## src/rtl/ram_b_arbiter.sv

```systemverilog
// Two-requester round-robin front end for a single-port synchronous RAM.
// Every access takes four cycles (grant, access, response, ack). All outputs are registered.
module ram_b_arbiter #(
    parameter int unsigned ADDR_W = 20,
    parameter int unsigned DATA_W = 32,
    parameter int unsigned DEPTH  = 128
) (
    input  logic                  clk,
    input  logic                  rst,
    input  logic                  req0,
    input  logic                  we0,
    input  logic [ADDR_W-1:0]     addr0,
    input  logic [DATA_W-1:0]     wdata0,
    output logic                  ack0,
    output logic [DATA_W-1:0]     rdata0,
    output logic                  err0,
    input  logic                  req1,
    input  logic                  we1,
    input  logic [ADDR_W-1:0]     addr1,
    input  logic [DATA_W-1:0]     wdata1,
    output logic                  ack1,
    output logic [DATA_W-1:0]     rdata1,
    output logic                  err1,
    output logic [ADDR_W-1:0]     ram_addr,
    output logic [DATA_W-1:0]     ram_din,
    output logic                  ram_we,
    input  logic [2*DATA_W-17:0]  ram_dout,
    output logic                  busy,
    output logic [1:0]            grant
);

    typedef enum logic [1:0] {IDLE, ACCESS, RESP, DONE} state_e;

    localparam logic [ADDR_W:0] DEPTH_L = (ADDR_W+1)'(DEPTH);

    state_e              state_q, state_d;
    logic                last_grant_q, last_grant_d;   // 1: requester 1 was served last
    logic                we_q, we_d;
    logic                oor_q, oor_d;
    logic                ack0_q, ack0_d, ack1_q, ack1_d;
    logic                err0_q, err0_d, err1_q, err1_d;
    logic [DATA_W-1:0]   rdata0_q, rdata0_d, rdata1_q, rdata1_d;
    logic [ADDR_W-1:0]   ram_addr_q, ram_addr_d;
    logic [DATA_W-1:0]   ram_din_q, ram_din_d;
    logic                ram_we_q, ram_we_d;
    logic [1:0]          grant_q, grant_d;
    logic                busy_q, busy_d;

    logic                pick1;
    logic                sel_we;
    logic [ADDR_W-1:0]   sel_addr;
    logic [DATA_W-1:0]   sel_wdata;
    logic                sel_in_range;
    logic [DATA_W-1:0]   rd_value;

    logic                unused_dout_hi;
    assign unused_dout_hi = ^ram_dout[2*DATA_W-17:DATA_W];

    always_comb begin
        // On a tie the requester that was not served last wins.
        pick1        = req1 && (!req0 || !last_grant_q);
        sel_we       = pick1 ? we1    : we0;
        sel_addr     = pick1 ? addr1  : addr0;
        sel_wdata    = pick1 ? wdata1 : wdata0;
        sel_in_range = {1'b0, sel_addr} < DEPTH_L;
        rd_value     = oor_q ? '0 : ram_dout[DATA_W-1:0];
    end

    always_comb begin
        state_d      = state_q;
        last_grant_d = last_grant_q;
        we_d         = we_q;
        oor_d        = oor_q;
        ack0_d       = ack0_q;
        ack1_d       = ack1_q;
        err0_d       = err0_q;
        err1_d       = err1_q;
        rdata0_d     = rdata0_q;
        rdata1_d     = rdata1_q;
        ram_addr_d   = ram_addr_q;
        ram_din_d    = ram_din_q;
        ram_we_d     = ram_we_q;
        grant_d      = grant_q;

        case (state_q)
            IDLE: begin
                if (req0 || req1) begin
                    ram_addr_d   = sel_addr;
                    ram_din_d    = sel_wdata;
                    ram_we_d     = sel_we && sel_in_range;
                    we_d         = sel_we;
                    oor_d        = !sel_in_range;
                    grant_d      = pick1 ? 2'b10 : 2'b01;
                    last_grant_d = pick1;
                    state_d      = ACCESS;
                end
            end
            ACCESS: begin
                ram_we_d = 1'b0;
                state_d  = RESP;
            end
            RESP: begin
                // Writes leave the read bus undriven, so rdata is only updated on reads.
                if (grant_q[1]) begin
                    if (!we_q) rdata1_d = rd_value;
                    ack1_d = 1'b1;
                    err1_d = oor_q;
                end else begin
                    if (!we_q) rdata0_d = rd_value;
                    ack0_d = 1'b1;
                    err0_d = oor_q;
                end
                state_d = DONE;
            end
            DONE: begin
                ack0_d  = 1'b0;
                ack1_d  = 1'b0;
                err0_d  = 1'b0;
                err1_d  = 1'b0;
                grant_d = 2'b00;
                state_d = IDLE;
            end
            default: state_d = IDLE;
        endcase

        busy_d = (state_d != IDLE);
    end

    always_ff @(posedge clk or posedge rst) begin
        if (rst) begin
            state_q      <= IDLE;
            last_grant_q <= 1'b1;
            we_q         <= 1'b0;
            oor_q        <= 1'b0;
            ack0_q       <= 1'b0;
            ack1_q       <= 1'b0;
            err0_q       <= 1'b0;
            err1_q       <= 1'b0;
            rdata0_q     <= '0;
            rdata1_q     <= '0;
            ram_addr_q   <= '0;
            ram_din_q    <= '0;
            ram_we_q     <= 1'b0;
            grant_q      <= 2'b00;
            busy_q       <= 1'b0;
        end else begin
            state_q      <= state_d;
            last_grant_q <= last_grant_d;
            we_q         <= we_d;
            oor_q        <= oor_d;
            ack0_q       <= ack0_d;
            ack1_q       <= ack1_d;
            err0_q       <= err0_d;
            err1_q       <= err1_d;
            rdata0_q     <= rdata0_d;
            rdata1_q     <= rdata1_d;
            ram_addr_q   <= ram_addr_d;
            ram_din_q    <= ram_din_d;
            ram_we_q     <= ram_we_d;
            grant_q      <= grant_d;
            busy_q       <= busy_d;
        end
    end

    assign ack0     = ack0_q;
    assign ack1     = ack1_q;
    assign err0     = err0_q;
    assign err1     = err1_q;
    assign rdata0   = rdata0_q;
    assign rdata1   = rdata1_q;
    assign ram_addr = ram_addr_q;
    assign ram_din  = ram_din_q;
    assign ram_we   = ram_we_q;
    assign grant    = grant_q;
    assign busy     = busy_q;

endmodule

```

## config.mk

```make
export PLATFORM = sky130hd
export DESIGN_NAME = ram_b_arbiter
export DESIGN_NICKNAME = d
export VERILOG_FILES = /design/src/rtl/ram_b_arbiter.sv
export SDC_FILE = /design/constraint.sdc
export NUM_CORES = 1
export LEC_CHECK = 0
export ABC_AREA = 1
export ABC_CLOCK_PERIOD_IN_PS = 5100
export CORE_ASPECT_RATIO = 0.6
export CORE_MARGIN = 5
export CORE_UTILIZATION = 41
export DETAILED_ROUTE_END_ITERATION = 6
export PLACE_DENSITY = 0.8
export RECOVER_POWER = 25
export SLEW_MARGIN = 25
export SYNTH_ARGS = -nofsm -noshare
export SYNTH_HDL_FRONTEND = slang
export SYNTH_SLANG_ARGS = --single-unit
```

## constraint.sdc

```tcl
create_clock -name clk -period 5.1 [get_ports clk]
set_clock_uncertainty 0.05 [all_clocks]
set_input_delay 1.02 -clock clk [delete_from_list [all_inputs] [get_ports clk]]
set_output_delay 1.02 -clock clk [all_outputs]
set_load 0.05 [all_outputs]
```

# After elaboration in Yosys (flattened, before gate mapping)
# Cells that the tools add are included.
dict set report word_totals {
  out_inout_bits 124
  input_bits 158
  ram_bits 0
  rom_bits 0
  elab_cells 62
  latch_bits 0
  reg_bits 129
  memories 0
}
dict set report classes {
  bitwise_logic 2
  n_shift 0
  n_lt_le_gt_ge 1
  addsub 0
  n_reduce_logical 19
  eq_ne 6
  n_mux 19
  n_mul 0
  div_mod_pow 0
}
# cell count
set ops {}
lappend ops {{$mux W32} 2}
lappend ops {{$lt A20 B8 Y1 const B} 1}
lappend ops {{$mux W20} 1}
lappend ops {{$pmux W1 S2} 5}
lappend ops {{$reduce_and A2 Y1} 5}
lappend ops {{$pmux W2 S4} 1}
lappend ops {{$reduce_bool A2 Y1} 4}
lappend ops {{$mux W1} 6}
lappend ops {{$mux W2} 3}
lappend ops {{$ne A2 B2 Y1 const B} 3}
lappend ops {{$reduce_and A3 Y1} 2}
lappend ops {{$eq A2 B2 Y1 const B} 2}
lappend ops {{$pmux W2 S2} 1}
lappend ops {{$logic_not A1 Y1} 3}
lappend ops {{$eq A2 B1 Y1 const B} 1}
lappend ops {{$logic_and A1 B1 Y1} 2}
lappend ops {{$logic_not A2 Y1} 1}
lappend ops {{$logic_or A1 B1 Y1} 2}
lappend ops {{$not A1 Y1} 2}

# Longest topological paths before layout
# Gate-level depths: netlist (run 1).
dict set report depth {
  depth_word 8
  ltp_mapped 11
  mapped_depth_nobuf 10
}

# Least setup slack after synthesis (run 1)
# No wires, ideal clock.
dict set report synth_timing {
  path_kind {input to register}
  from {input port req0}
  to {register oor_q}
  required_ns 4.933
  setup_slack_ns 3.157
  path_stages 9
  n_path_buf 1
  setup_time_ns 0.117
  arrival_ns 1.777
  path_cell_list {nand2_1 > nand2_2 > buf_6 > o21ai_1 > nand3_1 > nor2_2 > nand2_1 > nand2_1 > nand2_1}
}
dict set report synth_via {
  elab_chain_cells 6
  elab_cells_between_ends 8
  cone_classes {order compare (1); mux (1); reduce/logical (6)}
}
# element line
set synth_lines {}
lappend synth_lines {{start, declared} 10} ;# input logic req0,
lappend synth_lines {{$logic_not A1 Y1} 61} ;# pick1 = req1 && (!req0 || !last_grant_q);
lappend synth_lines {{$logic_or A1 B1 Y1} 61}
lappend synth_lines {{$logic_and A1 B1 Y1} 61}
lappend synth_lines {{$mux W20} 63} ;# sel_addr = pick1 ? addr1 : addr0;
lappend synth_lines {{$lt A20 B8 Y1} 65} ;# sel_in_range = {1'b0, sel_addr} < DEPTH_L;
lappend synth_lines {{$logic_not A1 Y1} 92} ;# oor_d = !sel_in_range;
lappend synth_lines {{end signal, assigned} 150} ;# oor_q <= oor_d;
lappend synth_lines {{end, declared} 39} ;# logic oor_q, oor_d;
# Several ways; a longest one is shown, not always the timed one.
# A chain may end at the register's enable or synchronous reset.

# Final worst setup path (run 1)
dict set report layout_timing {
  from {input port req1}
  to {register grant_q[0] (netlist: grant[0])}
}
dict set report layout_via {
  elab_chain_cells 4
  elab_cells_between_ends 7
  cone_classes {eq/ne (1); mux (3); reduce/logical (3)}
}
# element line
set layout_lines {}
lappend layout_lines {{start, declared} 17} ;# input logic req1,
lappend layout_lines {{$logic_and A1 B1 Y1} 61}
lappend layout_lines {{$mux W2} 93} ;# grant_d = pick1 ? 2'b10 : 2'b01;
lappend layout_lines {{$mux W2} 87} ;# if (req0 || req1) begin
lappend layout_lines {{$pmux W2 S2} 85} ;# case (state_q)
lappend layout_lines {{end signal, assigned} 160} ;# grant_q <= grant_d;
lappend layout_lines {{end, declared} 46} ;# logic [1:0] grant_q, grant_d;
# Several ways; a longest one is shown, not always the timed one. The select of a mux whose other input is x is not followed.

==> results of run 1 <==
## cells in the mapped netlist (all sizes together)
cell	count
dfrtp	128
nor2	94
nand2	88
o21ai	87
mux2	64
inv	52
buf	24
nand3	14
a31oi	9
clkbuf	9
ha	5
o22ai	3
nand3b	2
or2	2
a21oi	1
dfstp	1
o211ai	1
## tightest hold or removal path, cell delays in order (launching register included)
cell and delay (ns):
dfrtp_1 0.34, nand2_1 0.05, o21ai_0 0.06
## layer usage
metal | up-vias | part of all wire | global-route usage
met3 | 21 | 0.092 | 0.0755
met1 | 2375 | 0.42 | 0.255
met4 | 0 | 0.014 | 0.0594
met5 | - | 0 | 0
met2 | 185 | 0.47 | 0.322
li1 | 2409 | - | -
## worst max-delay path by stage
stage          startpoint           end  slack [ns]  cells after the start
3_5_place_dp         req1      grant[0]        1.72                      6
5_1_grt               rst  ram_addr[11]        1.81                      3
6_report             req1      grant[0]        2.11                      6
4_1_cts              req1      grant[0]        2.15                      6
3_3_place_gp         req1        ram_we        1.68                      7
2_1_floorplan         rst          ack0        0.59                      1
## power by group through the flow
stage	combinational [mW]	sequential [mW]	clock, mW
2_1_floorplan	1.09	3.28	0
3_3_place_gp	3.80	1.75	0
3_5_place_dp	3.85	1.78	0
4_1_cts	3.86	1.77	1.35
5_1_grt	4.04	1.82	1.40
6_report	3.82	1.76	1.32
## logic make-up (layout without fill, tap and decap cells)
logic type                 Yosys count  count (layout)
buffers and inverters               85             354
DFF                                129             129
AOI/OAI and AO/OA                  101             101
and+or+nand+nor                    200             200
muxes                               64              64
adders and majority gates            5               5
## sequential cells by signal (all words and copies together) (netlist names), 2 cells and up
signal / flops
grant: 2
ram_addr: 20
ram_din: 32
rdata0: 32
rdata1: 32
state_q: 2
## area by class of cell
class	instances	area [sq um]	area share
flip-flops and latches	129	3230	0.349
repair buffers	270	2690	0.290
inverters	52	200	0.0216
clock inverters	12	206	0.0223
clock buffers	20	437	0.0472
well taps	198	248	0.0268
multi-input cells	370	2250	0.243
## stage by stage
step	total power [mW]	area [sq um]	worst slack, ns	hold WS (ns)	instances
after floorplan	4.37	5920	0.591	0.393	584
after global placement	5.55	8620	1.68	0.405	1019
after detailed placement	5.63	8620	1.72	0.422	1019
after CTS	6.98	9260	2.15	0.435	1051
after global routing	7.25	9250	1.81	0.444	1051
final	6.90	9250	2.11	0.430	1051
## placed cells by master (no fill, tap or decap), types with 9 or more instances in the layout
| master | netlist | routed |
|---|---|---|
| mux2_4 | 31 | 31 |
| o21ai_1 | 31 | 31 |
| clkbuf_16 | 0 | 17 |
| o21ai_0 | 56 | 56 |
| clkdlybuf4s50_1 | 0 | 263 |
| dfrtp_1 | 128 | 128 |
| mux2_2 | 32 | 32 |
| inv_1 | 49 | 47 |
| a31oi_1 | 9 | 9 |
| nor2_1 | 88 | 89 |
| nand2_1 | 87 | 87 |
| nand3_1 | 14 | 14 |
==> flow_summary.yaml, run 1 <==
cts:
  cts_tree: "done"
  post_cts_buffers: 0
  clock_path_buffers: 2
  clock_sinks: 129
  cts-root-buf: "clkbuf_16"
  htreeDepth: 4
  path_clk_slew_ns: 0.06
  cts_made_buffers: 17
  holdBufCountCts: 0
  clk_latency_ns: 0.40
  cts_resized: 0
yosys:
  synth_cell_type_count: 31
  yosysTopAreaCell: "dfrtp_1"
  synth_top_cell_area_share: 0.541
  yosys.area_share.adder: 0.0106
  yosys_warnings: 0
  synthSimpleGateAreaFrac: 0.140
  synth_top_family_by_area: "multiplexers"
  synth-seq-area-share: 0.546
  syn_inst: 584
  synth_seq_cells: 129
  synth.avg_cell_area_sq_um: 10.1
  syn_nets: 747
  synth_compound_area_frac: 0.0890
  syn_area_sq_um: 5920
  synth_xor_area_frac: 0
  synth_mux_area_frac: 0.141
  synth_area_leaders: "dfrtp_1 54%, mux2_4 7.9%, mux2_2 6.1%"
worst_setup_path:
  cpLargestDelayFamily: "buffers and inverters"
  crit_fanout: 54
  rrSetupSlack_ns: 2.72
  critical_path.most_common_cell: "o21ai_0"
  crit_slowest_cell: "dlygate4sd3_1"
  worstSetupStartpointType: "input port"
  max_stage_delay_ns: 0.72
  r2r-end: "rdata0[29]"
  path_cells: "dlygate4sd3_1, nor2_1, nor2_4, inv_2, o21ai_0, o21ai_0"
  crit_buf_inv: 2
  reg2reg_depth: 7
  cp.required_ns: 5.37
  worstPathArrival_ns: 3.26
  endpoint_kind: "register"
  reg2reg_from: "state_q[0]"
  critPathKind: "in -> reg"
pwr:
  powerDensity_nw_per_um2: 746
  p_comb_frac: 0.554
  pwr-share-clk: 0.191
  peakVddDrop_uv: 379
  seqPwrFrac: 0.255
  cell_internal_pwr_mw: 3.72
  netSwitchingPower_mw: 3.18
  switching_share: 0.461
  leakage_nw: 4.22
sta:
  rsz0062_at_grt: "false"
  finalHoldViolations: 0
  worst_pin_slew_ns: 1.26
  fmax_ghz: 0.334
  slew_headroom: 0.162
  tns_ns: 0
  min_period_ns: 2.99
  setup_violations: 0
  finalCritPeriodShare: 0.587
  drv_slew: 0
global_routing:
  grt_pass1_vias: 5199
  grt_max_degree: 78
  grt_pass1_wl_um: 26800
  gr-total-overflow: 0
  track_usage: 0.201
  antenna_found_initial: 0
detailed_routing:
  drt_iter0_markers: 367
  wl_um: 17200
  drtAntennaViolNets: 0
  viasPerCell: 4.75
  avgRoutedWirePerCell_um: 16.4
  firstDrtPassIters: 4
  vias: 4990
  remaining_drc_errors: 0
job:
  cap_violations: 0
finish:
  num_antenna_cells: 0
  fillCellCount: 1151
  syn2layout_area_growth_pct: 56.3
  nets: 1003
  fin_util: 0.645
  drive_gt1_frac: 0.129
place:
  dp_hpwl_um: 12700
  io_buffers: 265
  gp_congestion: 0.797
floorplan:
  die_w_um: 165
  rows: 34
  core_sq_um: 14300
  ioPinCount: 282
  fp.dieH_um: 103
  initial_core_util: 0.413
  die_area_sq_um: 17000
min_path:
  hold_start: "ram_din[1]"
  holdPathStages: 2
  hold_end: "ram_din[1]"
  min_path_type: "reg -> reg"
run_status:
  status: "finished, final reports clean"
Note: power is estimated with default switching activity, not from simulation.
==> run 2: changes to the inputs <==
Settings changed: ABC_CLOCK_PERIOD_IN_PS 5100 to 2800.
Clock period 5.1 ns to 2.8 ns, I/O delays scaled along.
==> flow_summary.yaml, run 2 (synthesized netlist as in run 1, its figures left out) <==
finish:
  fillCellCount: 1154
  syn2layout_area_growth_pct: 57.4
  final_common_cell: "clkdlybuf4s50_1"
  mostFrequentLayoutCells: "264 x clkdlybuf4s50_1, 128 x dfrtp_1, 88 x nor2_1, 87 x nand2_1, 56 x o21ai_0"
  multiInputGateArea_sq_um: 2250
  nets: 1013
  drive_gt1_frac: 0.144
  register_area_sq_um: 3230
  num_antenna_cells: 0
place:
  dp_hpwl_um: 12700
  gp_congestion: 0.875
  io_buffers: 265
worst_setup_path:
  crit_slowest_cell: "clkdlybuf4s50_1"
  reg2reg_depth: 6
  rrSetupSlack_ns: 0.83
  r2r-end: "rdata1[1]"
  max_stage_delay_ns: 0.87
  worstPathArrival_ns: 1.71
  crit_fanout: 4
  path_cells: "clkdlybuf4s50_1"
  critPathLaunch: "grant[1]"
  cpLargestDelayFamily: "buffers and inverters"
  endpoint: "grant[1]"
  critPathKind: "reg -> out"
  endpoint_kind: "output port"
  cp.required_ns: 2.19
  cp.depth: 1
  worstSetupStartpointType: "register"
  reg2reg_from: "state_q[0]"
  crit_buf_inv: 1
global_routing:
  grt-busiest-layer: "met2"
  track_usage: 0.202
  grt_pass1_vias: 5045
  use_met2: 0.314
  use_met1: 0.268
  grt_pass1_wl_um: 26700
  gr-total-overflow: 0
  met3_usage: 0.0771
  grt_max_degree: 65
  antenna_found_initial: 0
sta:
  slew_headroom: 0.423
  fmax_ghz: 0.430
  rsz0062_at_grt: "false"
  hold_ws_ns: 0.426
  drv_slew: 0
  tns_ns: 0
  setup_violations: 0
  min_period_ns: 2.32
  worst_pin_slew_ns: 0.865
  finalHoldViolations: 0
  finalCritPeriodShare: 0.830
detailed_routing:
  vias: 4987
  wl_um: 17300
  drtAntennaViolNets: 0
  viasPerCell: 4.70
  avgRoutedWirePerCell_um: 16.3
  firstDrtPassIters: 5
  remaining_drc_errors: 0
  drt_iter0_markers: 273
cts:
  holdBufCountCts: 0
  cts_tree: "done"
  post_cts_buffers: 0
  path_clk_slew_ns: 0.06
  clock_sinks: 129
  clk_latency_ns: 0.41
  clock_path_buffers: 2
  cts_made_buffers: 17
  cts_resized: 0
  htreeDepth: 4
  cts-root-buf: "clkbuf_16"
pwr:
  finalPower_mw: 12.4
  leakage_nw: 4.26
  peakVddDrop_uv: 764
  powerDensity_nw_per_um2: 1330
floorplan:
  die_area_sq_um: 17000
  fp.dieH_um: 103
  ioPinCount: 282
  rows: 34
  core_sq_um: 14300
  initial_core_util: 0.413
  die_w_um: 165
job:
  cap_violations: 0
run_status:
  status: "finished, final reports clean"
min_path:
  min_path_type: "reg -> reg"
  hold_start: "last_grant_q"
==> run 2: cell types whose count changed in the layout (fill, tap and decap cells not counted), moves of 3 or more <==
cell and change:
bufinv_16 -4, buf_12 +3, buf_4 +7, clkinv_4 +3, clkbuf_1 -4
==> run 2: worst reg2reg max path, cell delays in order (launching register included) <==
cell and delay [ns]:
dfrtp_1 0.40, inv_1 0.13, ha_1 0.22, nand2_1 0.14
nor2_4 0.10, buf_4 0.40, mux2_2 0.41
==> run 2: layout make-up <==
class	count	area share
inverters	52	0.0211
multi-input cells	370	0.242
clock inverters	14	0.0157
repair buffers	280	0.301
clock buffers	18	0.0471
flip-flops and latches	129	0.347
well taps	198	0.0266
==> run 2: through the flow <==
step	setup WS (ns)	std cells	util	area (sq um)
after floorplan	0.596	584	-	5920
after global placement	0.517	1029	0.610	8740
after detailed placement	0.395	1029	0.610	8740
after CTS	0.442	1061	0.651	9330
after global routing	0.424	1061	0.650	9320
final	0.477	1061	0.650	9320
==> run 2: routing by layer <==
metal	vias to the layer above	wire, um
li1	2433	-
met1	2360	7490
met2	183	8070
met3	11	1600
met4	0	155
met5	-	0
==> run 2: worst min-delay path by stage <==
stage               slack, ns  depth (start not counted)            to
detailed placement       0.41                          2  last_grant_q
CTS                      0.42                          2  last_grant_q
global placement         0.41                          2  last_grant_q
floorplan                0.39                          2  last_grant_q
global route             0.44                          2  last_grant_q
finish                   0.43                          2  last_grant_q
==> run 2: report_power, final <==
group | switching [mW] | internal, mW
sequential | 0.498 | 2.72
combinational | 4.50 | 2.54
clock | 0.895 | 1.28
